===== src/rtl/mem_access_unit.sv =====
// Load/store unit between a pipeline and a word-wide DataMemory.
// Define MEM_ACCESS_BIG_ENDIAN_EN for big-endian lane mapping; the default is little-endian.
module mem_access_unit (
  input  logic        clk,
  input  logic        rst,
  input  logic        Req,
  input  logic        Write,
  input  logic [1:0]  Size,
  input  logic        Unsigned,
  input  logic [31:0] Addr,
  input  logic [31:0] StoreData,
  output logic        Busy,
  output logic        Done,
  output logic [31:0] LoadData,
  output logic        AddrErr,
  output logic        ReadMem,
  output logic        WriteMem,
  output logic [31:0] MemAddr,
  output logic [31:0] MemWData,
  input  logic [31:0] MemRData
);

  typedef enum logic [2:0] {
    StIdle,
    StRd,
    StCap,
    StMerge,
    StWr
  } state_e;

  state_e      state_q, state_d;
  logic        write_q;
  logic        unsigned_q;
  logic [1:0]  size_q;
  logic [31:0] addr_q;
  logic [31:0] wdata_q;
  logic [31:0] load_q;
  logic        done_q;
  logic        err_q;

  logic        misaligned;
  logic [4:0]  byte_off;
  logic [4:0]  half_off;
  logic [4:0]  lane_off;
  logic [31:0] lane_mask;
  logic [31:0] rshift;
  logic [31:0] extracted;
  logic [31:0] merged;

  always_comb begin
    unique case (Size)
      2'b00:   misaligned = 1'b0;
      2'b01:   misaligned = Addr[0];
      2'b10:   misaligned = |Addr[1:0];
      default: misaligned = 1'b1;
    endcase
  end

  // Bit offset of the addressed lane inside the memory word.
`ifdef MEM_ACCESS_BIG_ENDIAN_EN
  assign byte_off = {~addr_q[1:0], 3'b000};
  assign half_off = {~addr_q[1], 4'b0000};
`else
  assign byte_off = {addr_q[1:0], 3'b000};
  assign half_off = {addr_q[1], 4'b0000};
`endif

  assign lane_off  = size_q[0] ? half_off : byte_off;
  assign lane_mask = (size_q[0] ? 32'h0000_ffff : 32'h0000_00ff) << lane_off;
  assign rshift    = MemRData >> lane_off;
  assign merged    = (MemRData & ~lane_mask) | ((wdata_q << lane_off) & lane_mask);

  always_comb begin
    extracted = MemRData;
    unique case (size_q)
      2'b00:   extracted = {{24{~unsigned_q & rshift[7]}}, rshift[7:0]};
      2'b01:   extracted = {{16{~unsigned_q & rshift[15]}}, rshift[15:0]};
      default: extracted = MemRData;
    endcase
  end

  always_comb begin
    state_d = state_q;
    unique case (state_q)
      StIdle: begin
        if (Req && !misaligned) begin
          state_d = (Write && (Size == 2'b10)) ? StWr : StRd;
        end
      end
      StRd:    state_d = write_q ? StMerge : StCap;
      StCap:   state_d = StIdle;
      StMerge: state_d = StWr;
      StWr:    state_d = StIdle;
      default: state_d = StIdle;
    endcase
  end

  always_ff @(posedge clk) begin
    if (rst) begin
      state_q    <= StIdle;
      write_q    <= 1'b0;
      unsigned_q <= 1'b0;
      size_q     <= 2'b00;
      addr_q     <= 32'h0;
      wdata_q    <= 32'h0;
      load_q     <= 32'h0;
      done_q     <= 1'b0;
      err_q      <= 1'b0;
    end else begin
      state_q <= state_d;
      done_q  <= 1'b0;
      err_q   <= 1'b0;
      if ((state_q == StIdle) && Req) begin
        write_q    <= Write;
        size_q     <= Size;
        unsigned_q <= Unsigned;
        addr_q     <= Addr;
        wdata_q    <= StoreData;
        // Rejected requests complete immediately without touching memory.
        if (misaligned) begin
          done_q <= 1'b1;
          err_q  <= 1'b1;
        end
      end
      if (state_q == StCap) begin
        load_q <= extracted;
        done_q <= 1'b1;
      end
      if (state_q == StMerge) begin
        wdata_q <= merged;
      end
      if (state_q == StWr) begin
        done_q <= 1'b1;
      end
    end
  end

  assign Busy     = (state_q != StIdle);
  assign ReadMem  = (state_q == StRd);
  assign WriteMem = (state_q == StWr);
  assign MemAddr  = {addr_q[31:2], 2'b00};
  assign MemWData = wdata_q;
  assign Done     = done_q;
  assign AddrErr  = err_q;
  assign LoadData = load_q;

endmodule


===== config.mk =====
export PLATFORM = sky130hd
export DESIGN_NAME = mem_access_unit
export DESIGN_NICKNAME = d
export VERILOG_FILES = /design/src/rtl/mem_access_unit.sv
export SDC_FILE = /design/constraint.sdc
export NUM_CORES = 1
export LEC_CHECK = 0
export CAP_MARGIN = 10
export CORE_ASPECT_RATIO = 0.75
export CORE_UTILIZATION = 40
export DETAILED_ROUTE_END_ITERATION = 8
export PLACE_DENSITY_LB_ADDON = 0.25
export REMOVE_ABC_BUFFERS = 1
export SLEW_MARGIN = 10
export SYNTH_ARGS = -nofsm -noshare
export SYNTH_HDL_FRONTEND = slang
export SYNTH_SLANG_ARGS = --single-unit
export TNS_END_PERCENT = 100

===== constraint.sdc =====
create_clock -name clk -period 5.4 [get_ports clk]
set_clock_uncertainty 0.05 [all_clocks]
set_input_delay 1.08 -clock clk [delete_from_list [all_inputs] [get_ports clk]]
set_output_delay 1.08 -clock clk [all_outputs]
set_load 0.05 [all_outputs]

==> results.yml, run 1 <==
sta:
  finalMaxSlewViolations: 0
  rsz0062_at_grt: "false"
  post-route-period-util_pct: 58.4
  finalSetupTns_ns: 0
  setup_viol: 0
  timing.fmax_ghz: 0.317
  fin_crit_ns: 3.16
  hold_violations: 0
  slew_headroom_pct: 31.9
  worstMarginPinSlew_ns: 1.02
finish:
  nets: 835
  area_growth_pct: 43.0
  diodes: 0
  fillers: 1049
  fin_area_mm2: 0.00698
  drive_gt1_share_pct: 5.16
  seqCellArea_mm2: 0.00210
  multi_input_area_mm2: 0.00233
  fin_cells: 899
placement:
  dp_hpwl_um: 11900
  gp_congestion: 0.843
  placement.io_buffers: 201
  dp_cells: 883
  dpl_cell_area_mm2: 0.00670
synth:
  post-synth-top-area-fraction_pct: 43.0
  avgSynthCellArea_um2: 8.28
  synth-seq-cells: 105
  syn_area_mm2: 0.00488
  synthTopCellsByArea: "dfxtp_1, nand2_1, a21oi_1"
  yosysUniqueCellTypes: 41
  synth_edf_count: 0
  synthCells: 590
  synth-async-reset-ratio_pct: 0
  synth_seq_area_share_pct: 43.0
  yosysTopAreaCell: "dfxtp_1"
  synth-warning-count: 0
  yosys_most_used_dff: "dfxtp_1"
die:
  die_h_um: 97.7
  dieArea_mm2: 0.0127
  ios: 204
  initial_core_util_pct: 41.6
  rows: 34
  core_area_mm2: 0.0117
  die_width_um: 130
clock_network:
  cts_max_path_buffers: 2
  cts_buffers: 9
  cts_root_buf: "clkbuf_16"
  clkTransAtPathRegs_ns: 0.07
  cts_tree: "yes"
  post_cts_resized: 0
  cts_setup_buffers: 0
  clk_latency_ns: 0.34
  cts-htree-levels: 3
  hold_buffers: 0
  cts_num_sinks: 105
power_and_ir_drop:
  ir_drop_mv: 0.196
  power_density_mw_per_mm2: 321
  leakagePower_nw: 2.50
min_path:
  min_path_type: "reg -> reg"
routing:
  routed-via-count: 4923
  ant_nets: 0
  drc_errors: 0
  avgRoutedWirePerCell_um: 18.2
  wirelength_um: 16400
  drtIter0Drc: 403
  viasPerCell: 5.48
  firstDrtPassIters: 5
grt:
  overflow: 0
  grt_pass1_vias: 4745
  grt_util_all_layers_pct: 25.7
  grt_pass1_wl_um: 25100
  grt_max_degree: 71
  antenna_found_initial: 0
run_status:
  status: "finished clean"
setup_path:
  worstPathBufferInverterCount: 1
  endpoint_kind: "primary output"
  slowest_delay_ns: 0.87
  path_cells: "nor3b_1 -> clkdlybuf4s50_1"
  critPathLaunchType: "register"
  path_class: "reg -> out"
  crit_arrival_ns: 2.03
  critPathRequiredTime_ns: 4.27
  cp_max_fo: 8
  cp_top_family: "buffers and inverters"
  cpMaxStageDelayCell: "clkdlybuf4s50_1"
job:
  maxCapViolCount: 0
==> area by class of cell <==
type                            count  area share [%]
Clock buffer                       10            3.28
Sequential cell                   105            30.1
Multi-Input combinational cell    407            33.4
Timing Repair Buffer              207            29.4
Tap cell                          162            2.90
Inverter                            2           0.108
Clock inverter                      6           0.842
==> worst min-delay path: stages, from the launching register on <==
cell     delay, ns
dfxtp_1       0.31
nand2_1       0.05
a21oi_1       0.05
==> per-stage QoR <==
step | util, % | hold slack (ns) | total power [mW] | setup WS [ns]
floorplan | - | 0.381 | 1.31 | 2.63
global placement | 57.0 | 0.392 | 1.59 | 2.28
detailed placement | 57.0 | 0.396 | 1.61 | 2.17
CTS | 59.5 | 0.406 | 2.25 | 2.24
global route | 59.5 | 0.422 | 2.33 | 2.12
finish | 59.5 | 0.405 | 2.24 | 2.24
==> layer usage <==
layer / global-route usage [%] / vias up / routed length [um]
met2: 40.1 / 222 / 7380
li1: - / 2361 / -
met5: 0 / - / 0
met1: 33.7 / 2308 / 7180
met3: 7.16 / 32 / 1400
met4: 8.86 / 0 / 410
==> cells in the mapped netlist (all sizes together), types with 2 or more instances <==
master	number
nand2	122
dfxtp	105
a21oi	55
nor2	52
buf	47
clkbuf	30
mux2i	25
a211oi	17
a22oi	14
a311oi	14
o22ai	14
nand3	12
nor3	12
a221oi	8
a31oi	7
a32oi	7
o21ai	7
o221a	7
nor3b	6
a22o	4
nand2b	4
nand3b	4
o221ai	4
inv	2
nor2b	2
or2	2
==> power breakdown <==
group	internal [mW]	total, mW	switching [mW]	leakage [nW]
combinational	0.258	0.697	0.438	1.50
clock	0.358	0.646	0.288	0.146
sequential	0.841	0.899	0.0571	0.860
==> kinds of logic (layout without fill, tap and decap cells) <==
group / Yosys count / count (layout) / synth area share [%]
buffers and inverters: 79 / 225 / 9.45
AO/OA/AOI/OAI: 159 / 159 / 22.5
flip-flops: 105 / 105 / 43.0
multiplexers: 26 / 26 / 5.35
AND/OR/NAND/NOR: 220 / 220 / 19.5
other: 1 / 2 / 0.0768
==> path summary, 6_finish.rpt <==
| kind | end | slack (ns) | depth (start not counted) | startpoint |
|---|---|---|---|---|
| max | WriteMem | 2.24 | 2 | state_q[2] |
| min | addr_q[23] | 0.41 | 2 | addr_q[23] |
| max reg2reg | register | 2.60 | 4 | size_q[0] |
| min reg2reg | addr_q[23] | 0.41 | 2 | addr_q[23] |
==> placed cells by master (no fill, tap or decap), types with 3 or more instances in the layout <==
master	netlist	layout
clkdlybuf4s50_1	0	200
a32oi_1	7	7
a22o_1	4	4
mux2i_1	25	25
a211oi_1	17	17
nor2_1	52	52
clkbuf_16	0	9
dfxtp_1	105	105
nor3b_1	5	5
o22ai_1	14	14
nor3_1	12	12
nand2b_1	4	4
a21oi_1	54	54
o21ai_0	4	4
nand3_1	12	12
o221ai_1	4	4
o21ai_1	3	3
a31oi_1	7	7
a311oi_1	12	12
a22oi_1	14	14
nand2_1	122	122
clkinv_2	0	4
buf_4	33	6
a221oi_1	8	8
nand3b_1	4	4
o221a_2	7	7
Note: power is estimated with default switching activity, not from simulation.
==> run 2, diff against run 1 <==
--- a/config.mk
+++ b/config.mk
@@ -7,7 +7,7 @@
 export LEC_CHECK = 0
 export CAP_MARGIN = 10
 export CORE_ASPECT_RATIO = 0.75
-export CORE_UTILIZATION = 40
+export CORE_UTILIZATION = 39
 export DETAILED_ROUTE_END_ITERATION = 8
 export PLACE_DENSITY_LB_ADDON = 0.25
 export REMOVE_ABC_BUFFERS = 1
==> constraint.sdc (replaced) <==
create_clock -name clk -period 2.9 [get_ports clk]
set_clock_uncertainty 0.05 [all_clocks]
set_input_delay 0.58 -clock clk [delete_from_list [all_inputs] [get_ports clk]]
set_output_delay 0.58 -clock clk [all_outputs]
set_load 0.05 [all_outputs]
==> run 2 against run 1 <==
Compared with the run above: worst hold slack worse by 0.0032 ns; routed wire length up 1.3%; register-to-register slack got worse by 1.7 ns; largest cell class unchanged; highest routed layer unchanged; critical endpoint unchanged; first-iteration DRC count rose by 14%; sequential power grew 85%; non-clock buffer count grew 10; sequential share of layout area is 0.28 points lower; sequential cell count stayed put; via count up 0.51%; total power is 84% higher.
==> results.yml, run 2 (synthesis gave the netlist of run 1 again) <==
run_status:
  status: "finished clean"
setup_path:
  r2r-end: "LoadData[5]"
  crit_arrival_ns: 2.02
  endpoint_kind: "primary output"
  r2r-start: "addr_q[0]"
  path_class: "reg -> out"
  endpoint: "WriteMem"
  critPathLaunchType: "register"
  critPathRequiredTime_ns: 2.27
  r2r_setup_slack_ns: 0.91
  startpoint: "state_q[2]"
  cp_max_fo: 8
  reg2regPathDepth: 4
die:
  initial_core_util_pct: 41.0
  dieArea_mm2: 0.0130
  core_area_mm2: 0.0119
  die_width_um: 131
  ios: 204
  rows: 34
  die_h_um: 98.9
finish:
  diodes: 0
  fin_area_mm2: 0.00705
  fillers: 1038
  post-route-util_pct: 59.2
  nets: 845
  area_growth_pct: 44.3
  drive_gt1_share_pct: 6.29
  final_common_cell: "clkdlybuf4s50_1"
  fin_cells: 909
  final_cell_mix: "clkdlybuf4s50_1, nand2_1, dfxtp_1"
power_and_ir_drop:
  power_density_mw_per_mm2: 584
  power_mw: 4.11
  leakagePower_nw: 2.54
  ir_drop_mv: 0.303
routing:
  viasPerCell: 5.44
  dr_wl_met3_um: 1550
  drc_errors: 0
  firstDrtPassIters: 5
  wl_met1_um: 7530
  avgRoutedWirePerCell_um: 18.2
  routed-via-count: 4948
  ant_nets: 0
  drtIter0Drc: 460
  wl_met2_um: 7380
  top_layer: "met4"
  wirelength_um: 16600
placement:
  dp_hpwl_um: 12200
  gp_congestion: 0.853
  placement.io_buffers: 201
  dpl_cell_area_mm2: 0.00678
  dp_cells: 893
sta:
  fin_crit_ns: 2.65
  worstMarginPinSlew_ns: 0.791
  setup_viol: 0
  post-route-period-util_pct: 91.5
  rsz0062_at_grt: "false"
  timing.fmax_ghz: 0.377
  finalSetupTns_ns: 0
  finalMaxSlewViolations: 0
  hold_violations: 0
  slew_headroom_pct: 47.3
clock_network:
  cts_num_sinks: 105
  clkTransAtPathRegs_ns: 0.07
  cts_root_buf: "clkbuf_16"
  cts_max_path_buffers: 2
  hold_buffers: 0
  cts_setup_buffers: 0
  cts_tree: "yes"
  clk_latency_ns: 0.35
  post_cts_resized: 0
  cts_buffers: 9
  cts-htree-levels: 3
grt:
  grt_util_all_layers_pct: 25.2
  grt_pass1_wl_um: 25600
  grt_pass1_vias: 4581
  antenna_found_initial: 0
  overflow: 0
  grt_max_degree: 46
min_path:
  min_path_type: "reg -> reg"
job:
  maxCapViolCount: 0
run 2: changes by cell type in the layout (fill, tap and decap cells not counted), sizes merged:
cell / delta
buf: +10
bufinv: -1
clkbuf: +1
run 2: metrics by stage:
stage | hold slack, ns | setup slack, ns
4_1_cts | 0.407 | 0.249
2_1_floorplan | 0.381 | 0.428
5_1_grt | 0.426 | 0.127
3_3_place_gp | 0.390 | 0.381
6_report | 0.402 | 0.248
3_5_place_dp | 0.397 | 0.315
run 2: routing by layer:
layer	vias to the layer above	GRT usage, %
met5	-	0
met2	238	39.2
met3	13	6.64
li1	2371	-
met1	2326	35.4
met4	0	4.07
run 2: cell type report:
cell class | count | area (um^2) | share of cell area (%)
multi-input cells | 407 | 2330 | 33.1
clock inverters | 5 | 32.5 | 0.462
flip-flops and latches | 105 | 2100 | 29.8
clock buffers | 11 | 233 | 3.30
repair buffers | 217 | 2140 | 30.4
well taps | 162 | 203 | 2.88
inverters | 2 | 7.51 | 0.107
run 2: how the worst min path moves through the flow:
stage | slack (ns) | to | start | depth (start not counted)
2_1_floorplan | 0.38 | write_q | write_q | 2
3_3_place_gp | 0.39 | addr_q[25] | addr_q[25] | 2
3_5_place_dp | 0.40 | addr_q[30] | addr_q[30] | 2
4_1_cts | 0.41 | addr_q[30] | addr_q[30] | 2
5_1_grt | 0.43 | addr_q[21] | addr_q[21] | 2
6_report | 0.40 | addr_q[30] | addr_q[30] | 2
run 2: report_power, final:
part	internal, mW	switching [mW]
logic	0.497	0.835
clock network	0.582	0.540
registers	1.57	0.0933
total	2.65	1.47
run 2: worst max-delay path: stages, from the launching register on:
cell	delay [ns]
dfxtp_1	0.48
nor3b_1	0.33
clkdlybuf4s50_1	0.87
==> run 3, diff against run 2 <==
--- a/config.mk
+++ b/config.mk
@@ -7,7 +7,7 @@
 export LEC_CHECK = 0
 export CAP_MARGIN = 10
 export CORE_ASPECT_RATIO = 0.75
-export CORE_UTILIZATION = 39
+export CORE_UTILIZATION = 40
 export DETAILED_ROUTE_END_ITERATION = 8
 export PLACE_DENSITY_LB_ADDON = 0.25
 export REMOVE_ABC_BUFFERS = 1
==> constraint.sdc (replaced) <==
create_clock -name clk -period 3.2 [get_ports clk]
set_clock_uncertainty 0.05 [all_clocks]
set_input_delay 0.64 -clock clk [delete_from_list [all_inputs] [get_ports clk]]
set_output_delay 0.64 -clock clk [all_outputs]
set_load 0.05 [all_outputs]
==> run 3 against run 2 <==
Compared with the run above: sequential power shrank 9%; clock power is essentially flat; utilization grew 0.64 points; total power shrank 7.0%; combinational power shrank 11%; first-iteration DRC count grew 30%; non-clock buffer count shrank 6; setup slack gained 0.22 ns; critical path depth grew 1; register-to-register slack lost 0.21 ns; critical path type unchanged; critical endpoint is now ReadMem.
==> results.yml, run 3 (synthesis gave the netlist of run 1 again) <==
sta:
  setup_ws_ns: 0.469
  hold_violations: 0
  finalSetupTns_ns: 0
  worstMarginPinSlew_ns: 0.892
  rsz0062_at_grt: "false"
  fin_crit_ns: 2.73
  finalMaxSlewViolations: 0
  slew_headroom_pct: 40.6
  timing.fmax_ghz: 0.366
  setup_viol: 0
  post-route-period-util_pct: 85.3
routing:
  drtIter0Drc: 597
  drc_errors: 0
  top_layer: "met4"
  wl_met2_um: 7710
  wirelength_um: 16600
  routed-via-count: 4992
  viasPerCell: 5.53
  ant_nets: 0
  dr_wl_met3_um: 1470
  firstDrtPassIters: 5
  wl_met1_um: 7200
  avgRoutedWirePerCell_um: 18.4
setup_path:
  path_cells: "nand2b_1 -> nor2_1 -> clkdlybuf4s50_1"
  slowest_delay_ns: 0.85
  reg2regPathDepth: 4
  worstPathBufferInverterCount: 1
  critPathRequiredTime_ns: 2.51
  r2r-start: "size_q[0]"
  path_class: "reg -> out"
  critPathLaunchType: "register"
  startpoint: "state_q[0]"
  cp_top_family: "buffers and inverters"
  cpMaxStageDelayCell: "clkdlybuf4s50_1"
  endpoint_kind: "primary output"
  r2r_setup_slack_ns: 0.70
  cp_max_fo: 8
  crit_arrival_ns: 2.04
finish:
  fin_area_mm2: 0.00702
  drive_gt1_share_pct: 5.41
  area_growth_pct: 43.8
  fin_cells: 902
  final_common_cell: "clkdlybuf4s50_1"
  final_cell_mix: "clkdlybuf4s50_1, nand2_1, dfxtp_1"
  nets: 839
  diodes: 0
die:
  dieArea_mm2: 0.0127
  core_area_mm2: 0.0117
  rows: 34
  ios: 204
  die_h_um: 97.7
  die_width_um: 130
  initial_core_util_pct: 41.6
min_path:
  min_path_type: "reg -> reg"
  holdPathStages: 2
  hold_end: "addr_q[3]"
  worstHoldStart: "addr_q[3]"
clock_network:
  cts_tree: "yes"
  clkTransAtPathRegs_ns: 0.07
  hold_buffers: 0
  cts_buffers: 9
  cts_setup_buffers: 0
  clk_latency_ns: 0.35
  cts_num_sinks: 105
  post_cts_resized: 0
  cts_root_buf: "clkbuf_16"
  cts-htree-levels: 3
  cts_max_path_buffers: 2
placement:
  dpl_cell_area_mm2: 0.00673
  place_ws_ns: 0.468
  placement.io_buffers: 201
  gp_congestion: 0.878
  dp_cells: 887
  dp_hpwl_um: 12000
grt:
  grt_pass1_wl_um: 25700
  antenna_found_initial: 0
  grt_util_all_layers_pct: 26.3
  grt_pass1_vias: 4758
  overflow: 0
  grt_max_degree: 71
run_status:
  status: "finished clean"
power_and_ir_drop:
  leakagePower_nw: 2.52
  power_density_mw_per_mm2: 545
  ir_drop_mv: 0.296
  power_mw: 3.83
job:
  maxCapViolCount: 0
==> run 3: cell count changes in the layout (fill, tap and decap cells not counted), moves of 2 or more <==
| cell | previous run | this run |
|---|---|---|
| buf_4 | 15 | 10 |
| clkinv_2 | 3 | 0 |
| clkbuf_8 | 0 | 2 |
| clkinv_4 | 2 | 0 |
==> run 3: cell type report <==
| type | instances | area (um^2) |
|---|---|---|
| fillers | 1059 | 4720 |
| multi-input cells | 407 | 2330 |
| flip-flops and latches | 105 | 2100 |
| repair buffers | 211 | 2080 |
| clock buffers | 13 | 260 |
| well taps | 162 | 203 |
| clock inverters | 2 | 37.5 |
| inverters | 2 | 7.51 |
==> run 3: worst register-to-register path, delay by kind of cell, from the launching register on <==
kind | cells | cell delay (ns)
compound gates | 1 | 0.12
mux | 1 | 0.45
flops | 1 | 0.60
simple gates | 2 | 1.14
==> run 3: how the worst max path moves through the flow <==
stage | to | cells after the start
final | ReadMem | 3
after global routing | WriteMem | 2
after global placement | register | 5
after detailed placement | register | 5
after floorplan | LoadData[0] | 3
after CTS | WriteMem | 2
==> run 3: layer usage <==
metal	up-vias	track usage [%]
met5	-	0
met4	0	7.42
met3	21	7.32
met2	262	40.9
met1	2349	35.4
li1	2360	-
==> run 3: stage by stage <==
stage / hold slack [ns] / util [%]
after CTS: 0.405 / 59.8
after global placement: 0.392 / 57.3
after global routing: 0.420 / 59.8
after detailed placement: 0.396 / 57.3
after floorplan: 0.381 / -
final: 0.404 / 59.8
==> run 3: power by group <==
part           internal [mW]  total [mW]  leakage (nW)  switching, mW
combinational          0.440        1.19          1.52          0.752
sequential              1.42        1.51         0.860         0.0877
clock                  0.647        1.13         0.142          0.480
total                   2.51        3.83          2.52           1.32
